$ cat src/rtl/nano_rv32i_pkg.sv
`default_nettype none
// ============================================================================
// Module   : nano_rv32i_pkg
// Purpose  : Shared widths and the write-back grant encoding for the nano
//            RV32I write-back path (arbiter, scoreboard, bus interface).
// Ports    : none (package)
// Revision : 1.0 - initial release
// ============================================================================
package nano_rv32i_pkg;

  localparam int XLEN       = 32;
  localparam int NREGS      = 32;
  localparam int REG_ADDR_W = 5;

  // Records which channel won the most recent ALU/LD conflict.
  typedef enum logic {
    GNT_ALU = 1'b0,
    GNT_LD  = 1'b1
  } grant_e;

endpackage : nano_rv32i_pkg
`default_nettype wire

$ cat src/rtl/wb_arbiter_if.sv
`default_nettype none
// ============================================================================
// Module   : wb_arbiter_if
// Purpose  : Bundles every signal of the write-back arbiter except clock and
//            reset: the ALU and load-return handshakes, the load-issue and
//            decode-query scoreboard signals, and the regfile write port.
// Modports : slave  - seen from the arbiter (consumes *_i, drives *_o)
//            master - seen from the surrounding pipeline / bench
// Revision : 1.0 - initial release
// ============================================================================
interface wb_arbiter_if #(
  parameter int XLEN  = nano_rv32i_pkg::XLEN,
  parameter int NREGS = nano_rv32i_pkg::NREGS
);
  import nano_rv32i_pkg::*;

  // ALU result channel
  logic                  alu_valid_i;
  logic                  alu_ready_o;
  logic [REG_ADDR_W-1:0] alu_rd_i;
  logic [XLEN-1:0]       alu_data_i;

  // Load-return channel
  logic                  ld_valid_i;
  logic                  ld_ready_o;
  logic [REG_ADDR_W-1:0] ld_rd_i;
  logic [XLEN-1:0]       ld_data_i;

  // Load issue and decode hazard query
  logic                  ld_issue_i;
  logic [REG_ADDR_W-1:0] ld_issue_rd_i;
  logic                  ld_issue_ready_o;
  logic [REG_ADDR_W-1:0] rs1_i;
  logic [REG_ADDR_W-1:0] rs2_i;
  logic                  stall_o;

  // Regfile write port and status
  logic                  reg_write_o;
  logic [REG_ADDR_W-1:0] rd_o;
  logic [XLEN-1:0]       write_data_o;
  logic [NREGS-1:0]      busy_o;
  logic [31:0]           wb_cnt_o;

  modport slave (
    input  alu_valid_i, alu_rd_i, alu_data_i,
    input  ld_valid_i, ld_rd_i, ld_data_i,
    input  ld_issue_i, ld_issue_rd_i, rs1_i, rs2_i,
    output alu_ready_o, ld_ready_o, ld_issue_ready_o, stall_o,
    output reg_write_o, rd_o, write_data_o, busy_o, wb_cnt_o
  );

  modport master (
    output alu_valid_i, alu_rd_i, alu_data_i,
    output ld_valid_i, ld_rd_i, ld_data_i,
    output ld_issue_i, ld_issue_rd_i, rs1_i, rs2_i,
    input  alu_ready_o, ld_ready_o, ld_issue_ready_o, stall_o,
    input  reg_write_o, rd_o, write_data_o, busy_o, wb_cnt_o
  );

endinterface : wb_arbiter_if
`default_nettype wire

$ cat src/rtl/wb_scoreboard.sv
`default_nettype none
// ============================================================================
// Module   : wb_scoreboard
// Purpose  : Tracks registers with an outstanding load. Issue sets a bit,
//            an accepted load return clears it, and decode is stalled when a
//            source register is still pending.
// Ports    : clk_i, rst_n_i          clock, synchronous active-low reset
//            ld_issue_i/_rd_i        load issued to memory (set request)
//            ld_clr_i/_rd_i          load return accepted (clear request)
//            rs1_i, rs2_i            decode source indices
//            ld_issue_ready_o        destination not already pending
//            stall_o                 a source is pending
//            busy_o                  registered busy vector
// Revision : 1.0 - initial release
// ============================================================================
module wb_scoreboard #(
  parameter int NREGS = nano_rv32i_pkg::NREGS
) (
  input  wire logic                                  clk_i,
  input  wire logic                                  rst_n_i,
  input  wire logic                                  ld_issue_i,
  input  wire logic [nano_rv32i_pkg::REG_ADDR_W-1:0] ld_issue_rd_i,
  input  wire logic                                  ld_clr_i,
  input  wire logic [nano_rv32i_pkg::REG_ADDR_W-1:0] ld_clr_rd_i,
  input  wire logic [nano_rv32i_pkg::REG_ADDR_W-1:0] rs1_i,
  input  wire logic [nano_rv32i_pkg::REG_ADDR_W-1:0] rs2_i,
  output logic                                       ld_issue_ready_o,
  output logic                                       stall_o,
  output logic [NREGS-1:0]                           busy_o
);
  import nano_rv32i_pkg::*;

  logic [NREGS-1:0] r_busy;
  logic [NREGS-1:0] w_set;
  logic [NREGS-1:0] w_clr;

  // Looks up a busy bit; index 0 (x0) and out-of-range indices read as 0.
  function automatic logic f_busy(input logic [NREGS-1:0]      vec,
                                  input logic [REG_ADDR_W-1:0] idx);
    logic res;
    res = 1'b0;
    for (int k = 1; k < NREGS; k++) begin
      if (idx == REG_ADDR_W'(k)) res = vec[k];
    end
    return res;
  endfunction

  // Bit 0 has no set/clear decode, so x0 can never become busy. The set
  // is not gated by ld_issue_ready_o: on a bit that is already busy the
  // set is a no-op, except when the pending load returns in the same cycle,
  // where the new issue must win.
  for (genvar g = 0; g < NREGS; g++) begin : g_bit
    if (g == 0) begin : g_x0
      assign w_set[g] = 1'b0;
      assign w_clr[g] = 1'b0;
    end else begin : g_reg
      assign w_set[g] = ld_issue_i && (ld_issue_rd_i == REG_ADDR_W'(g));
      assign w_clr[g] = ld_clr_i   && (ld_clr_rd_i   == REG_ADDR_W'(g));
    end
  end

  always_ff @(posedge clk_i) begin
    if (!rst_n_i) begin
      r_busy <= '0;
    end else begin
      r_busy <= (r_busy & ~w_clr) | w_set;
    end
  end

  // Both outputs look at the registered vector only: a load returning this
  // cycle still stalls decode until the clear has been registered.
  assign ld_issue_ready_o = ~f_busy(r_busy, ld_issue_rd_i);
  assign stall_o          = f_busy(r_busy, rs1_i) | f_busy(r_busy, rs2_i);
  assign busy_o           = r_busy;

endmodule : wb_scoreboard
`default_nettype wire

$ cat src/rtl/wb_arbiter.sv
`default_nettype none
// ============================================================================
// Module   : wb_arbiter
// Purpose  : Merges ALU results and load returns onto the single regfile
//            write port with round-robin arbitration on conflicts, a one-cycle
//            registered write stage, a write counter, and a load scoreboard.
// Ports    : clk_i    clock
//            rst_n_i  synchronous active-low reset
//            bus      wb_arbiter_if.slave (handshakes, scoreboard, write port)
// Revision : 1.0 - initial release
// ============================================================================
module wb_arbiter #(
  parameter int XLEN  = nano_rv32i_pkg::XLEN,
  parameter int NREGS = nano_rv32i_pkg::NREGS
) (
  input wire logic   clk_i,
  input wire logic   rst_n_i,
  wb_arbiter_if.slave bus
);
  import nano_rv32i_pkg::*;

  grant_e                r_last_grant;
  logic                  r_reg_write;
  logic [REG_ADDR_W-1:0] r_rd;
  logic [XLEN-1:0]       r_write_data;
  logic [31:0]           r_wb_cnt;

  logic                  w_conflict;
  logic                  w_alu_ready;
  logic                  w_ld_ready;
  logic                  w_alu_acc;
  logic                  w_ld_acc;
  logic                  w_acc;
  logic [REG_ADDR_W-1:0] w_sel_rd;
  logic [XLEN-1:0]       w_sel_data;
  logic                  w_sel_wr;

  // On a conflict the channel that lost the previous conflict wins. Ready
  // depends only on the valids and r_last_grant, never on anything
  // downstream, so it stays meaningful even while reset is asserted.
  assign w_conflict  = bus.alu_valid_i & bus.ld_valid_i;
  assign w_alu_ready = bus.alu_valid_i & ~(bus.ld_valid_i  & (r_last_grant == GNT_ALU));
  assign w_ld_ready  = bus.ld_valid_i  & ~(bus.alu_valid_i & (r_last_grant == GNT_LD));

  assign w_alu_acc  = bus.alu_valid_i & w_alu_ready;
  assign w_ld_acc   = bus.ld_valid_i  & w_ld_ready;
  assign w_acc      = w_alu_acc | w_ld_acc;
  assign w_sel_rd   = w_ld_acc ? bus.ld_rd_i   : bus.alu_rd_i;
  assign w_sel_data = w_ld_acc ? bus.ld_data_i : bus.alu_data_i;
  // Writes to x0 are consumed but never reach the regfile or the counter.
  assign w_sel_wr   = w_acc && (w_sel_rd != '0);

  always_ff @(posedge clk_i) begin
    if (!rst_n_i) begin
      r_last_grant <= GNT_ALU;
      r_reg_write  <= 1'b0;
      r_rd         <= '0;
      r_write_data <= '0;
      r_wb_cnt     <= '0;
    end else begin
      if (w_conflict) begin
        r_last_grant <= w_ld_acc ? GNT_LD : GNT_ALU;
      end
      r_reg_write <= w_sel_wr;
      if (w_acc) begin
        r_rd         <= w_sel_rd;
        r_write_data <= w_sel_data;
      end
      // Counter advances in step with reg_write_o, wrapping naturally.
      if (w_sel_wr) begin
        r_wb_cnt <= r_wb_cnt + 32'd1;
      end
    end
  end

  assign bus.alu_ready_o  = w_alu_ready;
  assign bus.ld_ready_o   = w_ld_ready;
  assign bus.reg_write_o  = r_reg_write;
  assign bus.rd_o         = r_rd;
  assign bus.write_data_o = r_write_data;
  assign bus.wb_cnt_o     = r_wb_cnt;

  wb_scoreboard #(
    .NREGS (NREGS)
  ) u_scoreboard (
    .clk_i            (clk_i),
    .rst_n_i          (rst_n_i),
    .ld_issue_i       (bus.ld_issue_i),
    .ld_issue_rd_i    (bus.ld_issue_rd_i),
    .ld_clr_i         (w_ld_acc),
    .ld_clr_rd_i      (bus.ld_rd_i),
    .rs1_i            (bus.rs1_i),
    .rs2_i            (bus.rs2_i),
    .ld_issue_ready_o (bus.ld_issue_ready_o),
    .stall_o          (bus.stall_o),
    .busy_o           (bus.busy_o)
  );

endmodule : wb_arbiter
`default_nettype wire
$ cat src/flat_wrapper.sv
// flat-port wrapper written by rule: the top's interface ports become plain ports
module wb_arbiter_flat import nano_rv32i_pkg::*;
#(
  parameter int XLEN  = nano_rv32i_pkg::XLEN,
  parameter int NREGS = nano_rv32i_pkg::NREGS
)
  (clk_i, rst_n_i, bus_alu_valid_i, bus_alu_rd_i, bus_alu_data_i, bus_ld_valid_i, bus_ld_rd_i, bus_ld_data_i, bus_ld_issue_i, bus_ld_issue_rd_i, bus_rs1_i, bus_rs2_i, bus_alu_ready_o, bus_ld_ready_o, bus_ld_issue_ready_o, bus_stall_o, bus_reg_write_o, bus_rd_o, bus_write_data_o, bus_busy_o, bus_wb_cnt_o);
  wb_arbiter_if #(.XLEN(XLEN), .NREGS(NREGS)) bus_i ();
  input wire logic clk_i;
  input wire logic rst_n_i;
  input wire logic [$bits(bus_i.alu_valid_i)-1:0] bus_alu_valid_i;
  input wire logic [$bits(bus_i.alu_rd_i)-1:0] bus_alu_rd_i;
  input wire logic [$bits(bus_i.alu_data_i)-1:0] bus_alu_data_i;
  input wire logic [$bits(bus_i.ld_valid_i)-1:0] bus_ld_valid_i;
  input wire logic [$bits(bus_i.ld_rd_i)-1:0] bus_ld_rd_i;
  input wire logic [$bits(bus_i.ld_data_i)-1:0] bus_ld_data_i;
  input wire logic [$bits(bus_i.ld_issue_i)-1:0] bus_ld_issue_i;
  input wire logic [$bits(bus_i.ld_issue_rd_i)-1:0] bus_ld_issue_rd_i;
  input wire logic [$bits(bus_i.rs1_i)-1:0] bus_rs1_i;
  input wire logic [$bits(bus_i.rs2_i)-1:0] bus_rs2_i;
  output wire logic [$bits(bus_i.alu_ready_o)-1:0] bus_alu_ready_o;
  output wire logic [$bits(bus_i.ld_ready_o)-1:0] bus_ld_ready_o;
  output wire logic [$bits(bus_i.ld_issue_ready_o)-1:0] bus_ld_issue_ready_o;
  output wire logic [$bits(bus_i.stall_o)-1:0] bus_stall_o;
  output wire logic [$bits(bus_i.reg_write_o)-1:0] bus_reg_write_o;
  output wire logic [$bits(bus_i.rd_o)-1:0] bus_rd_o;
  output wire logic [$bits(bus_i.write_data_o)-1:0] bus_write_data_o;
  output wire logic [$bits(bus_i.busy_o)-1:0] bus_busy_o;
  output wire logic [$bits(bus_i.wb_cnt_o)-1:0] bus_wb_cnt_o;
  assign bus_i.alu_valid_i = bus_alu_valid_i;
  assign bus_i.alu_rd_i = bus_alu_rd_i;
  assign bus_i.alu_data_i = bus_alu_data_i;
  assign bus_i.ld_valid_i = bus_ld_valid_i;
  assign bus_i.ld_rd_i = bus_ld_rd_i;
  assign bus_i.ld_data_i = bus_ld_data_i;
  assign bus_i.ld_issue_i = bus_ld_issue_i;
  assign bus_i.ld_issue_rd_i = bus_ld_issue_rd_i;
  assign bus_i.rs1_i = bus_rs1_i;
  assign bus_i.rs2_i = bus_rs2_i;
  assign bus_alu_ready_o = bus_i.alu_ready_o;
  assign bus_ld_ready_o = bus_i.ld_ready_o;
  assign bus_ld_issue_ready_o = bus_i.ld_issue_ready_o;
  assign bus_stall_o = bus_i.stall_o;
  assign bus_reg_write_o = bus_i.reg_write_o;
  assign bus_rd_o = bus_i.rd_o;
  assign bus_write_data_o = bus_i.write_data_o;
  assign bus_busy_o = bus_i.busy_o;
  assign bus_wb_cnt_o = bus_i.wb_cnt_o;
  wb_arbiter #(.XLEN(XLEN), .NREGS(NREGS)) u_core (.clk_i(clk_i), .rst_n_i(rst_n_i), .bus(bus_i));
endmodule
$ cat config.mk
export PLATFORM = sky130hd
export DESIGN_NAME = wb_arbiter_flat
export DESIGN_NICKNAME = d
export VERILOG_FILES = /design/src/rtl/nano_rv32i_pkg.sv /design/src/rtl/wb_arbiter_if.sv /design/src/rtl/wb_scoreboard.sv /design/src/rtl/wb_arbiter.sv /design/src/flat_wrapper.sv
export SDC_FILE = /design/constraint.sdc
export NUM_CORES = 1
export LEC_CHECK = 0
export CAP_MARGIN = 40
export CORE_MARGIN = 2
export CORE_UTILIZATION = 42
export DETAILED_ROUTE_END_ITERATION = 6
export PLACE_DENSITY_LB_ADDON = 0.05
export SLEW_MARGIN = 0
export SYNTH_ARGS = -nofsm -noshare
export SYNTH_HDL_FRONTEND = slang
export SYNTH_SLANG_ARGS = --single-unit
$ cat constraint.sdc
create_clock -name clk_i -period 2.3 [get_ports clk_i]
set_clock_uncertainty 0.05 [all_clocks]
set_input_delay 0.46 -clock clk_i [delete_from_list [all_inputs] [get_ports clk_i]]
set_output_delay 0.46 -clock clk_i [all_outputs]
set_load 0.02 [all_outputs]
==> key figures, run 1 <==
Global routing
  – Initial antenna violation count: 1
  – Combined global-route utilization of all metal layers: 31.7%
  – First-pass GRT wire length: 37400 um
  – Maximum number of pins on one net before global-route repair: 88
  – Number of global-route vias before repair: 7117
  – GR Overflow Total: 0

Place
  – Cell total after placement: 1222
  – Sum of net half-perimeters after detailed placement: 17700 um
  – Worst slack after detailed placement: -1.04 ns
  – Count of input and output buffers: 198
  – Gpl congestion: 0.965

Yosys
  – Synth Cell Area: 6030 um2
  – Count of mapped cells out of synthesis: 771
  – Library cells used by synthesis: 69
  – Dominant register cell in the synthesized netlist: sky130_fd_sc_hd__dfxtp_1
  – Number of register bits inferred by synthesis: 102
  – Post-synth EDFFs: 0
  – Mean instance size in the synthesized netlist: 7.82 um2
  – Number of nets produced by synthesis: 866
  – Portion of the post-synthesis area used by sequential elements: 33.9%
  – Warning count from the yosys run: 0
  – Fraction of registers with async set or reset after synthesis: 0%

Critical path
  – Worst setup path startpoint: u_core.u_scoreboard.busy_o[10]
  – Data arrival time at the worst-slack endpoint: 1.96 ns
  – Element type at the critical path end: primary output
  – Required time of the critical path: 1.79 ns
  – Worst setup SP type: flip-flop
  – Critical path fanouts, max: 5
  – Critical path class: flip-flop to primary output
  – Worst reg2reg startpoint: u_core.r_last_grant

Cells and area
  – Proportion of layout cells with a drive suffix above 1: 22.0%
  – Layout-stage area growth over the synthesis result: 63.7%
  – Final #Nets: 1171
  – Commonest cells after routing, fill and taps aside: sky130_fd_sc_hd__clkdlybuf4s50_1, sky130_fd_sc_hd__buf_4, sky130_fd_sc_hd__dfxtp_1
  – Most frequent standard cell in the layout excluding fill and tap cells: sky130_fd_sc_hd__clkdlybuf4s50_1
  – Count of non-filler cells in the finished layout: 1262

STA
  – Slew Limit Headroom: 56.1%
  – Number of endpoints failing setup at the final stage: 2
  – Crit path time final: 2.47 ns
  – Measured slew at the worst slew-check pin: 0.659 ns
  – Unrepaired setup endpoints after global routing: yes
  – Number of failing hold endpoints at the final stage: 0
  – Smallest setup slack after layout: -0.174 ns
  – Max Clk Rate: 404 MHz
  – Period utilization: 108%
  – Number of slew-limit violations in the final report: 0

Route
  – Post-detailed-route DRC marker count: 0
  – Wirelength per Cell: 19.5 um
  – Via density: 5.86
  – Total wire length after detailed routing: 24700 um
  – Total routed wire length on the met1 layer: 9840 um
  – Met2 Routed Length: 11800 um
  – DR vias: 7400
  – Routed wire length on met3: 2030 um
  – Initial DRC Count: 637
  – Highest Signal Layer: met4
  – Antenna-violating nets left: 0
  – TritonRoute pass-1 iters: 5

Hold path
  – Beginning of the worst hold path: u_core.bus.rd_o[3]
  – Class of the tightest hold or removal check: flip-flop to flip-flop

Power and ir drop
  – Max VDD drop: 0.301 mV
  – Leakage power total: 3.78 nW
  – Power density over the cells: 470 nW/um2

Outcome
  – Result of the run: finished with violations
  – Violations in the final reports: setup timing

Clock tree
  – Clock net sink count: 102
  – CTS tree: built
  – Number of H-tree levels: 3
  – Clock root buffer: sky130_fd_sc_hd__clkbuf_16
  – CTS max path bufs: 2
  – Clock transition at the registers of the reported paths: 0.07 ns
  – Clock network latency to the later pin of the worst-skew pair: 0.35 ns
  – Total clock buffers created by CTS: 9
  – Count of hold buffers inserted by post-cts repair: 0

Die
  – Die X-Extent: 124 um
  – Starting utilization of the core area: 43.2%
  – Area inside the core boundary: 13900 um2
  – Area enclosed by the die boundary: 15300 um2
  – Die Height: 124 um
  – I/O pin count: 200
  – Number of standard-cell rows in the floorplan: 43

Run
  – Max_cap viols: 0
-- cell usage after synthesis, types with 10 or more instances --
cell	n	share of area [%]
sky130_fd_sc_hd__dfxtp_1	102	34
sky130_fd_sc_hd__nor2_1	74	4.6
sky130_fd_sc_hd__nand2_1	60	3.7
sky130_fd_sc_hd__a21oi_1	56	4.7
sky130_fd_sc_hd__o21ai_0	55	4.6
sky130_fd_sc_hd__mux2i_1	49	8.1
sky130_fd_sc_hd__clkbuf_1	44	2.7
sky130_fd_sc_hd__a211oi_1	38	4.7
sky130_fd_sc_hd__nand3_1	27	2.2
sky130_fd_sc_hd__nand2b_1	25	2.6
sky130_fd_sc_hd__nor2b_1	21	2.2
sky130_fd_sc_hd__nand4_1	20	2.1
sky130_fd_sc_hd__inv_1	15	0.93
sky130_fd_sc_hd__o211ai_1	14	1.7
sky130_fd_sc_hd__nor3_1	13	1.1
sky130_fd_sc_hd__o21a_1	12	1.5
sky130_fd_sc_hd__o31ai_1	11	1.4
sky130_fd_sc_hd__or4_1	10	1.2
-- metrics by stage --
step	power (mW)	TNS [ns]	hold WS, ns	area (um2)	util (%)
after detailed placement	2.98	-22.89	0.412	9020	64.7
after global placement	2.96	-20.53	0.392	9020	64.7
after global routing	4.81	-0.471	0.437	9860	70.8
final	4.63	-0.315	0.423	9860	70.8
after floorplan	2.41	0	0.462	6050	-
after CTS	4.61	-0.345	0.422	9740	69.9
-- logic make-up (layout without fill, tap and decap cells) --
group | count (synthesis) | in the layout | synth area share [%]
DFF | 102 | 102 | 33.9
and+or+nand+nor | 289 | 289 | 24.2
muxes | 50 | 50 | 8.33
buffers and inverters | 72 | 382 | 4.90
adders and majority gates | 1 | 1 | 0.208
other | 1 | 2 | 0.0622
AOI/OAI and AO/OA | 248 | 248 | 27.2
xor gates and xnor gates | 8 | 8 | 1.16
-- final cells by class --
| class | instances | area, um2 |
|---|---|---|
| fill | 1123 | 4070 |
| multi-input combinational | 597 | 3930 |
| timing repair buffer | 351 | 3290 |
| sequential | 102 | 2050 |
| clock buffer | 10 | 239 |
| tap | 180 | 225 |
| clock inverter | 6 | 70.1 |
| inverter | 15 | 56.3 |
| antenna | 1 | 2.50 |
-- sequential cells by signal, summed over array words and instances (netlist names) --
register,cells
u_core.bus.wb_cnt_o,32
u_core.bus.write_data_o,32
u_core.u_scoreboard.busy_o,31
u_core.bus.rd_o,5
u_core.bus.reg_write_o,1
u_core.r_last_grant,1
-- where the power goes --
group / internal [mW] / total [mW] / switching (mW)
registers: 1.84 / 1.89 / 0.0570
clock network: 0.881 / 1.58 / 0.703
logic: 0.590 / 1.16 / 0.566
-- worst paths after layout --
path,to,slack [ns],depth (start not counted)
setup / recovery,bus_ld_issue_ready_o,-0.17,6
hold / removal,u_core.bus.rd_o[3],0.42,2
setup reg to reg,u_core.bus.wb_cnt_o[19],0.06,8
hold reg to reg,u_core.bus.rd_o[3],0.42,2
-- repair_timing --
item	in CTS	in global routing
cloned	7	0
setup buffers	13	3
endpoints found under the setup margin	33	15
pin swaps	21	16
resized for setup	96	31
-- per-layer routing --
layer / track usage, % / vias up
met4: 15.8 / 0
met5: 0 / -
li1: - / 3478
met1: 39.0 / 3508
met2: 51.9 / 348
met3: 7.33 / 66
-- worst max-delay path: stages (launching register included) --
cell and delay [ns]:
sky130_fd_sc_hd__dfxtp_1 0.43, sky130_fd_sc_hd__o221a_2 0.28, sky130_fd_sc_hd__a211o_1 0.27, sky130_fd_sc_hd__o211ai_1 0.20, sky130_fd_sc_hd__o211ai_1 0.15, sky130_fd_sc_hd__a21oi_2 0.15
sky130_fd_sc_hd__buf_6 0.13
No activity file was read; power rests on OpenSTA's default activity.
==> inputs of run 2 (changes only) <==
--- a/config.mk
+++ b/config.mk
@@ -5,10 +5,12 @@
 export SDC_FILE = /design/constraint.sdc
 export NUM_CORES = 1
 export LEC_CHECK = 0
+export ABC_AREA = 1
 export CAP_MARGIN = 40
 export CORE_MARGIN = 2
 export CORE_UTILIZATION = 42
 export DETAILED_ROUTE_END_ITERATION = 6
+export GPL_TIMING_DRIVEN = 0
 export PLACE_DENSITY_LB_ADDON = 0.05
 export SLEW_MARGIN = 0
 export SYNTH_ARGS = -nofsm -noshare
==> key figures, run 2 <==
Yosys
  – Dominant register cell in the synthesized netlist: sky130_fd_sc_hd__dfxtp_1 (unchanged)
  – Count of mapped cells out of synthesis: 955 (was 771)
  – Area share of the leading cell type in the synthesized netlist: 33.7% (was 33.9%)
  – Number of register bits inferred by synthesis: 102 (unchanged)
  – Warning count from the yosys run: 0 (unchanged)
  – Synth Cell Area: 6050 um2 (was 6030 um2)
  – Number of nets produced by synthesis: 1050 (was 866)
  – Most repeated cell in the gate-level netlist after synthesis: sky130_fd_sc_hd__nand2_1 (was sky130_fd_sc_hd__dfxtp_1)
  – Most area-consuming cells after synthesis: sky130_fd_sc_hd__dfxtp_1, sky130_fd_sc_hd__nand2_1, sky130_fd_sc_hd__inv_1 (was sky130_fd_sc_hd__dfxtp_1, sky130_fd_sc_hd__mux2i_1, sky130_fd_sc_hd__a211oi_1)
  – Cell type with the highest aggregate area in the netlist: sky130_fd_sc_hd__dfxtp_1 (unchanged)
  – Library cells used by synthesis: 47 (was 69)
  – Portion of the post-synthesis area used by sequential elements: 33.7% (was 33.9%)
  – Post-synth EDFFs: 0 (unchanged)
  – Mean instance size in the synthesized netlist: 6.34 um2 (was 7.82 um2)
  – Fraction of registers with async set or reset after synthesis: 0% (unchanged)
  – Post-synth top cells: sky130_fd_sc_hd__nand2_1, sky130_fd_sc_hd__inv_1, sky130_fd_sc_hd__dfxtp_1, sky130_fd_sc_hd__nor2_1, sky130_fd_sc_hd__nand3_1 (was sky130_fd_sc_hd__dfxtp_1, sky130_fd_sc_hd__nor2_1, sky130_fd_sc_hd__nand2_1, sky130_fd_sc_hd__a21oi_1, sky130_fd_sc_hd__o21ai_0)

Critical path
  – Worst setup SP type: primary input (was flip-flop)
  – List of cells traversed by the critical path: clkdlybuf4s15_2 -> inv_2 -> nand2_1 -> nor2_2 -> nor3_1 -> nand2_1 -> nand4_1 -> nor2_1 -> nand4_1 -> nor2_1 -> nand4_1 -> nand2_1 -> nand4_1 -> nand2_1 -> nand2_1 -> nor2_1 -> nand4_1 -> nand2_1 -> nand3b_1 -> nand2_1 -> nand3_2 -> buf_6 (was o221a_2 -> a211o_1 -> o211ai_1 -> o211ai_1 -> a21oi_2 -> buf_6)
  – Reg2reg end: u_core.bus.wb_cnt_o[28] (was u_core.bus.wb_cnt_o[19])
  – Critical path fanouts, max: 3 (was 5)
  – Number of cells on the worst reg-to-reg path: 15 (was 8)
  – Reg-to-reg slack, setup: -0.20 ns (was 0.06 ns)
  – Number of buffer and inverter stages on the critical path: 3 (was 1)
  – Critical path class: primary input to primary output (was flip-flop to primary output)
  – Element type at the critical path end: primary output (unchanged)
  – Required time of the critical path: 1.79 ns (about the same)
  – Crit-path leading delay family: simple AND/OR/NAND/NOR gates (was compound AO/OA/AOI/OAI gates)
  – Slowest cell delay on critical path: 0.21 ns (was 0.43 ns)
  – Data arrival time at the worst-slack endpoint: 2.53 ns (was 1.96 ns)
  – Critical Path Slowest Stage Cell: sky130_fd_sc_hd__clkdlybuf4s15_2 (was sky130_fd_sc_hd__dfxtp_1)
  – Worst reg2reg startpoint: u_core.r_last_grant (unchanged)
  – Most used cell along the critical path: sky130_fd_sc_hd__nand2_1 (was sky130_fd_sc_hd__o211ai_1)

Place
  – Count of input and output buffers: 192 (was 198)
  – Sum of net half-perimeters after detailed placement: 16800 um (was 17700 um)
  – Gpl congestion: 0.977 (was 0.965)

Clock tree
  – Count of hold buffers inserted by post-cts repair: 0 (unchanged)
  – Number of H-tree levels: 3 (unchanged)
  – CTS tree: built (unchanged)
  – Clock network latency to the later pin of the worst-skew pair: 0.35 ns (about the same)
  – CTS max path bufs: 2 (unchanged)
  – Clock root buffer: sky130_fd_sc_hd__clkbuf_16 (unchanged)
  – Clock transition at the registers of the reported paths: 0.07 ns (about the same)
  – Clock net sink count: 102 (unchanged)
  – Total clock buffers created by CTS: 9 (unchanged)

Global routing
  – Maximum number of pins on one net before global-route repair: 16 (was 88)
  – GR Overflow Total: 0 (unchanged)
  – Combined global-route utilization of all metal layers: 28.7% (was 31.7%)
  – Initial antenna violation count: 3 (was 1)
  – Number of global-route vias before repair: 6672 (was 7117)
  – First-pass GRT wire length: 34200 um (was 37400 um)

Cells and area
  – Commonest cells after routing, fill and taps aside: sky130_fd_sc_hd__nand2_1, sky130_fd_sc_hd__clkdlybuf4s50_1, sky130_fd_sc_hd__inv_1 (was sky130_fd_sc_hd__clkdlybuf4s50_1, sky130_fd_sc_hd__buf_4, sky130_fd_sc_hd__dfxtp_1)
  – Most frequent standard cell in the layout excluding fill and tap cells: sky130_fd_sc_hd__nand2_1 (was sky130_fd_sc_hd__clkdlybuf4s50_1)
  – Final #Nets: 1287 (was 1171)
  – Area occupied by multi-input gates: 3720 um2 (was 3930 um2)
  – Proportion of layout cells with a drive suffix above 1: 15.5% (was 22.0%)
  – Register area: 2050 um2 (unchanged)
  – Number of fill cells: 1297 (was 1123)
  – Layout-stage area growth over the synthesis result: 52.6% (was 63.7%)

STA
  – Unrepaired setup endpoints after global routing: yes (unchanged)
  – Worst Hold Slack: 0.343 ns (was 0.423 ns)
  – Measured slew at the worst slew-check pin: 0.712 ns (was 0.659 ns)
  – Crit path time final: 3.04 ns (was 2.47 ns)
  – Number of slew-limit violations in the final report: 0 (unchanged)
  – Smallest setup slack after layout: -0.744 ns (was -0.174 ns)
  – Period utilization: 132% (was 108%)
  – Max Clk Rate: 329 MHz (was 404 MHz)
  – Slew Limit Headroom: 52.6% (was 56.1%)
  – Number of endpoints failing setup at the final stage: 11 (was 2)
  – Number of failing hold endpoints at the final stage: 0 (unchanged)

Run
  – Max_cap viols: 0 (unchanged)

Die
  – Area inside the core boundary: 14000 um2 (was 13900 um2)
  – I/O pin count: 200 (unchanged)
  – Area enclosed by the die boundary: 15400 um2 (was 15300 um2)
  – Number of standard-cell rows in the floorplan: 43 (unchanged)
  – Die Height: 124 um (about the same)
  – Starting utilization of the core area: 43.3% (was 43.2%)
  – Die X-Extent: 124 um (about the same)

Hold path
  – Class of the tightest hold or removal check: primary input to flip-flop (was flip-flop to flip-flop)
  – Hold Path Cell Cnt: 4 (was 2)
  – Beginning of the worst hold path: bus_ld_issue_rd_i[4] (was u_core.bus.rd_o[3])
  – Hold EP: u_core.u_scoreboard.busy_o[6] (was u_core.bus.rd_o[3])

Power and ir drop
  – Leakage power total: 3.78 nW (about the same)
  – Power density over the cells: 479 nW/um2 (was 470 nW/um2)
  – Max VDD drop: 0.331 mV (was 0.301 mV)
  – Post-layout power: 4.42 mW (was 4.63 mW)

Route
  – Via density: 5.37 (was 5.86)
  – DR vias: 7398 (was 7400)
  – Post-detailed-route DRC marker count: 0 (unchanged)
  – TritonRoute pass-1 iters: 5 (unchanged)
  – Wirelength per Cell: 16.4 um (was 19.5 um)
  – Total wire length after detailed routing: 22600 um (was 24700 um)
  – Initial DRC Count: 729 (was 637)
  – Antenna-violating nets left: 0 (unchanged)

Outcome
  – Violations in the final reports: setup timing (unchanged)
  – Result of the run: finished with violations (unchanged)
-- run 2: changes by cell type after synthesis, sizes merged, moves of 13 or more --
| cell | change |
|---|---|
| nor2 | +13 |
| nand2b | -25 |
| o211ai | +21 |
| nor4 | +13 |
| nand4 | +15 |
| mux2i | -49 |
| nand2 | +180 |
| nand3 | +47 |
| inv | +119 |
| nor2b | -21 |
| nor3 | +14 |
| a211oi | -34 |
-- run 2: worst min-delay path: stages --
cell                      delay, ns
sky130_fd_sc_hd__buf_6         0.08
sky130_fd_sc_hd__nor2_1        0.05
sky130_fd_sc_hd__nand2_1       0.05
sky130_fd_sc_hd__a21oi_1       0.05
-- run 2: what timing repair did --
item | 4_1_cts | 5_1_grt
gates resized for setup | 154 | 44
pin swaps | 42 | 22
setup buffers | 30 | 11
setup endpoints to repair | 33 | 19
-- run 2: worst max path at each step --
stage | start | endpoint | slack, ns | cells past startpoint
finish | bus_rs2_i[3] | bus_stall_o | -0.74 | 22
global route | bus_rs2_i[3] | bus_stall_o | -0.94 | 22
CTS | u_core.u_scoreboard.busy_o[2] | bus_stall_o | -0.71 | 21
detailed placement | bus_ld_issue_rd_i[3] | bus_ld_issue_ready_o | -1.83 | 26
global placement | bus_ld_issue_rd_i[1] | bus_ld_issue_ready_o | -1.88 | 25
floorplan | bus_rs1_i[1] | bus_stall_o | -0.26 | 22
-- run 2: cell families after synthesis --
kind of cell | count (synthesis) | share of synthesized area, %
adder cells (fa/ha/maj) | 1 | 0.207
flip-flops | 102 | 33.7
buffers and inverters | 179 | 11.4
AO/OA/AOI/OAI | 183 | 17.9
AND/OR/NAND/NOR | 489 | 36.7
other | 1 | 0.0619
-- run 2: power breakdown --
part,internal [mW],switching [mW]
registers,1.83,0.0499
logic,0.438,0.559
clock network,0.865,0.675
-- run 2: final cells by class --
| type | count | share of cell area, % |
|---|---|---|
| inverter | 136 | 5.76 |
| tap | 180 | 2.44 |
| antenna | 2 | 0.0542 |
| multi-input combinational | 674 | 40.3 |
| timing repair buffer | 226 | 23.7 |
| clock inverter | 3 | 0.501 |
| buffer | 43 | 2.51 |
| sequential | 102 | 22.2 |
| clock buffer | 11 | 2.63 |
-- run 2: metrics by stage --
step                area, um2  instances  util (%)  setup TNS (ns)  setup slack, ns
floorplan                6150        955         -          -0.805           -0.260
global placement         8300       1327      59.3          -35.08            -1.88
detailed placement       8300       1327      59.3          -34.96            -1.83
CTS                      9040       1368      64.7           -2.82           -0.709
global route             9230       1375      66.0           -4.47           -0.940
finish                   9240       1377      66.0           -2.75           -0.744
-- run 2: metal layers --
metal,global-route usage (%),part of all wire (%),vias up
li1,-,-,3661
met1,37.4,42,3351
met2,45.6,46,342
met3,8.84,9.6,42
met4,8.57,2.1,2
met5,0,0.031,-
==> inputs of run 3 (changes only) <==
--- a/config.mk
+++ b/config.mk
@@ -9,6 +9,7 @@
 export CAP_MARGIN = 40
 export CORE_MARGIN = 2
 export CORE_UTILIZATION = 42
+export CTS_BUF_LIST = sky130_fd_sc_hd__clkbuf_4 sky130_fd_sc_hd__clkbuf_8 sky130_fd_sc_hd__clkbuf_16
 export DETAILED_ROUTE_END_ITERATION = 6
 export GPL_TIMING_DRIVEN = 0
 export PLACE_DENSITY_LB_ADDON = 0.05
==> key figures, run 3 (synthesized netlist as in run 2, its figures left out) <==
Place
  – Sum of net half-perimeters after detailed placement: 16800 um (unchanged)
  – Placed inst area: 8300 um2 (unchanged)
  – Worst slack after detailed placement: -1.83 ns (unchanged)
  – Cell total after placement: 1327 (unchanged)
  – Count of input and output buffers: 192 (unchanged)
  – Gpl congestion: 0.977 (unchanged)

Cells and area
  – Count of non-filler cells in the finished layout: 1377 (unchanged)
  – Proportion of layout cells with a drive suffix above 1: 15.6% (was 15.5%)
  – Most frequent standard cell in the layout excluding fill and tap cells: sky130_fd_sc_hd__nand2_1 (unchanged)
  – Number of fill cells: 1297 (unchanged)
  – Layout-stage area growth over the synthesis result: 52.6% (about the same)
  – Fraction of the core area covered by cells at the end of the flow: 66.0% (about the same)
  – Final Instance Area: 9240 um2 (about the same)
  – Commonest cells after routing, fill and taps aside: sky130_fd_sc_hd__nand2_1, sky130_fd_sc_hd__clkdlybuf4s50_1, sky130_fd_sc_hd__inv_1 (unchanged)
  – Final #Nets: 1287 (unchanged)

Global routing
  – First-pass GRT wire length: 34200 um (unchanged)
  – GR Overflow Total: 0 (unchanged)
  – Number of global-route vias before repair: 6672 (unchanged)
  – Initial antenna violation count: 3 (unchanged)
  – Maximum number of pins on one net before global-route repair: 16 (unchanged)
  – Combined global-route utilization of all metal layers: 28.7% (unchanged)

Clock tree
  – Number of H-tree levels: 3 (unchanged)
  – Clock root buffer: sky130_fd_sc_hd__clkbuf_16 (unchanged)
  – Clock net sink count: 102 (unchanged)
  – Clock transition at the registers of the reported paths: 0.07 ns (about the same)
  – CTS max path bufs: 2 (unchanged)
  – Clock network latency to the later pin of the worst-skew pair: 0.35 ns (about the same)
  – CTS tree: built (unchanged)
  – Count of hold buffers inserted by post-cts repair: 0 (unchanged)
  – Total clock buffers created by CTS: 9 (unchanged)

Critical path
  – Required time of the critical path: 1.79 ns (about the same)
  – Endpoint of the most critical setup path: bus_stall_o (unchanged)
  – Number of cells on the worst reg-to-reg path: 15 (unchanged)
  – Critical path fanouts, max: 3 (unchanged)
  – Data arrival time at the worst-slack endpoint: 2.53 ns (about the same)
  – Reg-to-reg slack, setup: -0.20 ns (about the same)
  – Worst setup path startpoint: bus_rs2_i[3] (unchanged)
  – Critical path class: primary input to primary output (unchanged)
  – Worst reg2reg startpoint: u_core.r_last_grant (unchanged)
  – Reg2reg end: u_core.bus.wb_cnt_o[28] (unchanged)
  – Worst setup SP type: primary input (unchanged)
  – Element type at the critical path end: primary output (unchanged)

STA
  – Unrepaired setup endpoints after global routing: yes (unchanged)
  – Number of endpoints failing setup at the final stage: 11 (unchanged)
  – Max Clk Rate: 329 MHz (unchanged)
  – Slew Limit Headroom: 52.9% (was 52.6%)
  – Period utilization: 132% (about the same)
  – Number of failing hold endpoints at the final stage: 0 (unchanged)
  – Measured slew at the worst slew-check pin: 0.707 ns (was 0.712 ns)
  – Number of slew-limit violations in the final report: 0 (unchanged)
  – Crit path time final: 3.04 ns (about the same)
  – Smallest setup slack after layout: -0.744 ns (about the same)

Route
  – Antenna-violating nets left: 0 (unchanged)
  – Post-detailed-route DRC marker count: 0 (unchanged)
  – Initial DRC Count: 729 (unchanged)
  – DR vias: 7413 (was 7398)
  – Total wire length after detailed routing: 22600 um (about the same)
  – Via density: 5.38 (was 5.37)
  – TritonRoute pass-1 iters: 5 (unchanged)
  – Wirelength per Cell: 16.4 um (about the same)

Run
  – Max_cap viols: 0 (unchanged)

Power and ir drop
  – Leakage power total: 3.79 nW (was 3.78 nW)
  – Power density over the cells: 480 nW/um2 (was 479 nW/um2)
  – Post-layout power: 4.43 mW (was 4.42 mW)
  – Max VDD drop: 0.331 mV (about the same)

Hold path
  – Class of the tightest hold or removal check: primary input to flip-flop (unchanged)
  – Hold Path Cell Cnt: 4 (unchanged)

Outcome
  – Violations in the final reports: setup timing (unchanged)
  – Result of the run: finished with violations (unchanged)

Die
  – Number of standard-cell rows in the floorplan: 43 (unchanged)
  – Starting utilization of the core area: 43.3% (unchanged)
  – Die Height: 124 um (unchanged)
  – Die X-Extent: 124 um (unchanged)
  – Area inside the core boundary: 14000 um2 (unchanged)
  – Area enclosed by the die boundary: 15400 um2 (unchanged)
  – I/O pin count: 200 (unchanged)
-- run 3: cell counts in the layout (fill, tap and decap cells not counted) --
Identical to the previous run, type by type.
-- run 3: cell type report --
class                   count  area, um2  share of cell area (%)
repair buffers            226       2180                    23.6
multi-input cells         674       3720                    40.2
flip-flops and latches    102       2050                    22.2
well taps                 180        225                    2.44
clock inverters             3       46.3                   0.501
diodes                      2       5.00                  0.0542
plain buffers              43        231                    2.51
inverters                 136        532                    5.76
clock buffers              11        246                    2.67
-- run 3: how the worst min path moves through the flow --
stage	from	to	slack, ns
after floorplan	u_core.r_last_grant	u_core.r_last_grant	0.47
after global placement	u_core.u_scoreboard.busy_o[13]	u_core.u_scoreboard.busy_o[13]	0.43
after detailed placement	u_core.bus.write_data_o[25]	u_core.bus.write_data_o[25]	0.43
after CTS	bus_ld_issue_rd_i[3]	u_core.u_scoreboard.busy_o[19]	0.38
after global routing	bus_ld_issue_rd_i[3]	u_core.u_scoreboard.busy_o[17]	0.39
final	bus_ld_issue_rd_i[4]	u_core.u_scoreboard.busy_o[6]	0.34
-- run 3: through the flow --
| step | hold slack, ns | setup TNS, ns |
|---|---|---|
| floorplan | 0.469 | -0.805 |
| global placement | 0.430 | -35.08 |
| detailed placement | 0.433 | -34.96 |
| CTS | 0.382 | -2.82 |
| global route | 0.388 | -4.47 |
| finish | 0.343 | -2.81 |
-- run 3: power by group --
part,switching (mW),internal (mW),leakage (nW)
sequential,0.0499,1.83,0.835
clock,0.675,0.876,0.141
combinational,0.559,0.438,2.81
total,1.28,3.15,3.79
-- run 3: worst max-delay path: stages --
cell                              delay (ns)
sky130_fd_sc_hd__clkdlybuf4s15_2        0.21
sky130_fd_sc_hd__inv_2                  0.07
sky130_fd_sc_hd__nand2_1                0.09
sky130_fd_sc_hd__nor2_2                 0.13
sky130_fd_sc_hd__nor3_1                 0.07
sky130_fd_sc_hd__nand2_1                0.06
sky130_fd_sc_hd__nand4_1                0.10
sky130_fd_sc_hd__nor2_1                 0.13
sky130_fd_sc_hd__nand4_1                0.08
sky130_fd_sc_hd__nor2_1                 0.11
sky130_fd_sc_hd__nand4_1                0.09
sky130_fd_sc_hd__nand2_1                0.07
sky130_fd_sc_hd__nand4_1                0.07
sky130_fd_sc_hd__nand2_1                0.07
sky130_fd_sc_hd__nand2_1                0.05
sky130_fd_sc_hd__nor2_1                 0.09
sky130_fd_sc_hd__nand4_1                0.12
sky130_fd_sc_hd__nand2_1                0.09
sky130_fd_sc_hd__nand3b_1               0.07
sky130_fd_sc_hd__nand2_1                0.08
sky130_fd_sc_hd__nand3_2                0.08
sky130_fd_sc_hd__buf_6                  0.14
-- run 3: metal layers --
metal,vias to the layer above,global-route usage (%),part of all wire [%]
li1,3662,-,-
met1,3362,37.4,42
met2,345,45.6,46
met3,42,8.84,9.5
met4,2,8.57,2.1
met5,-,0,0.031
-- run 3: timing repair --
item,4_1_cts,5_1_grt
setup endpoints to repair,33,19
setup buffers,30,11
pin swaps,42,22
resized for setup,154,44
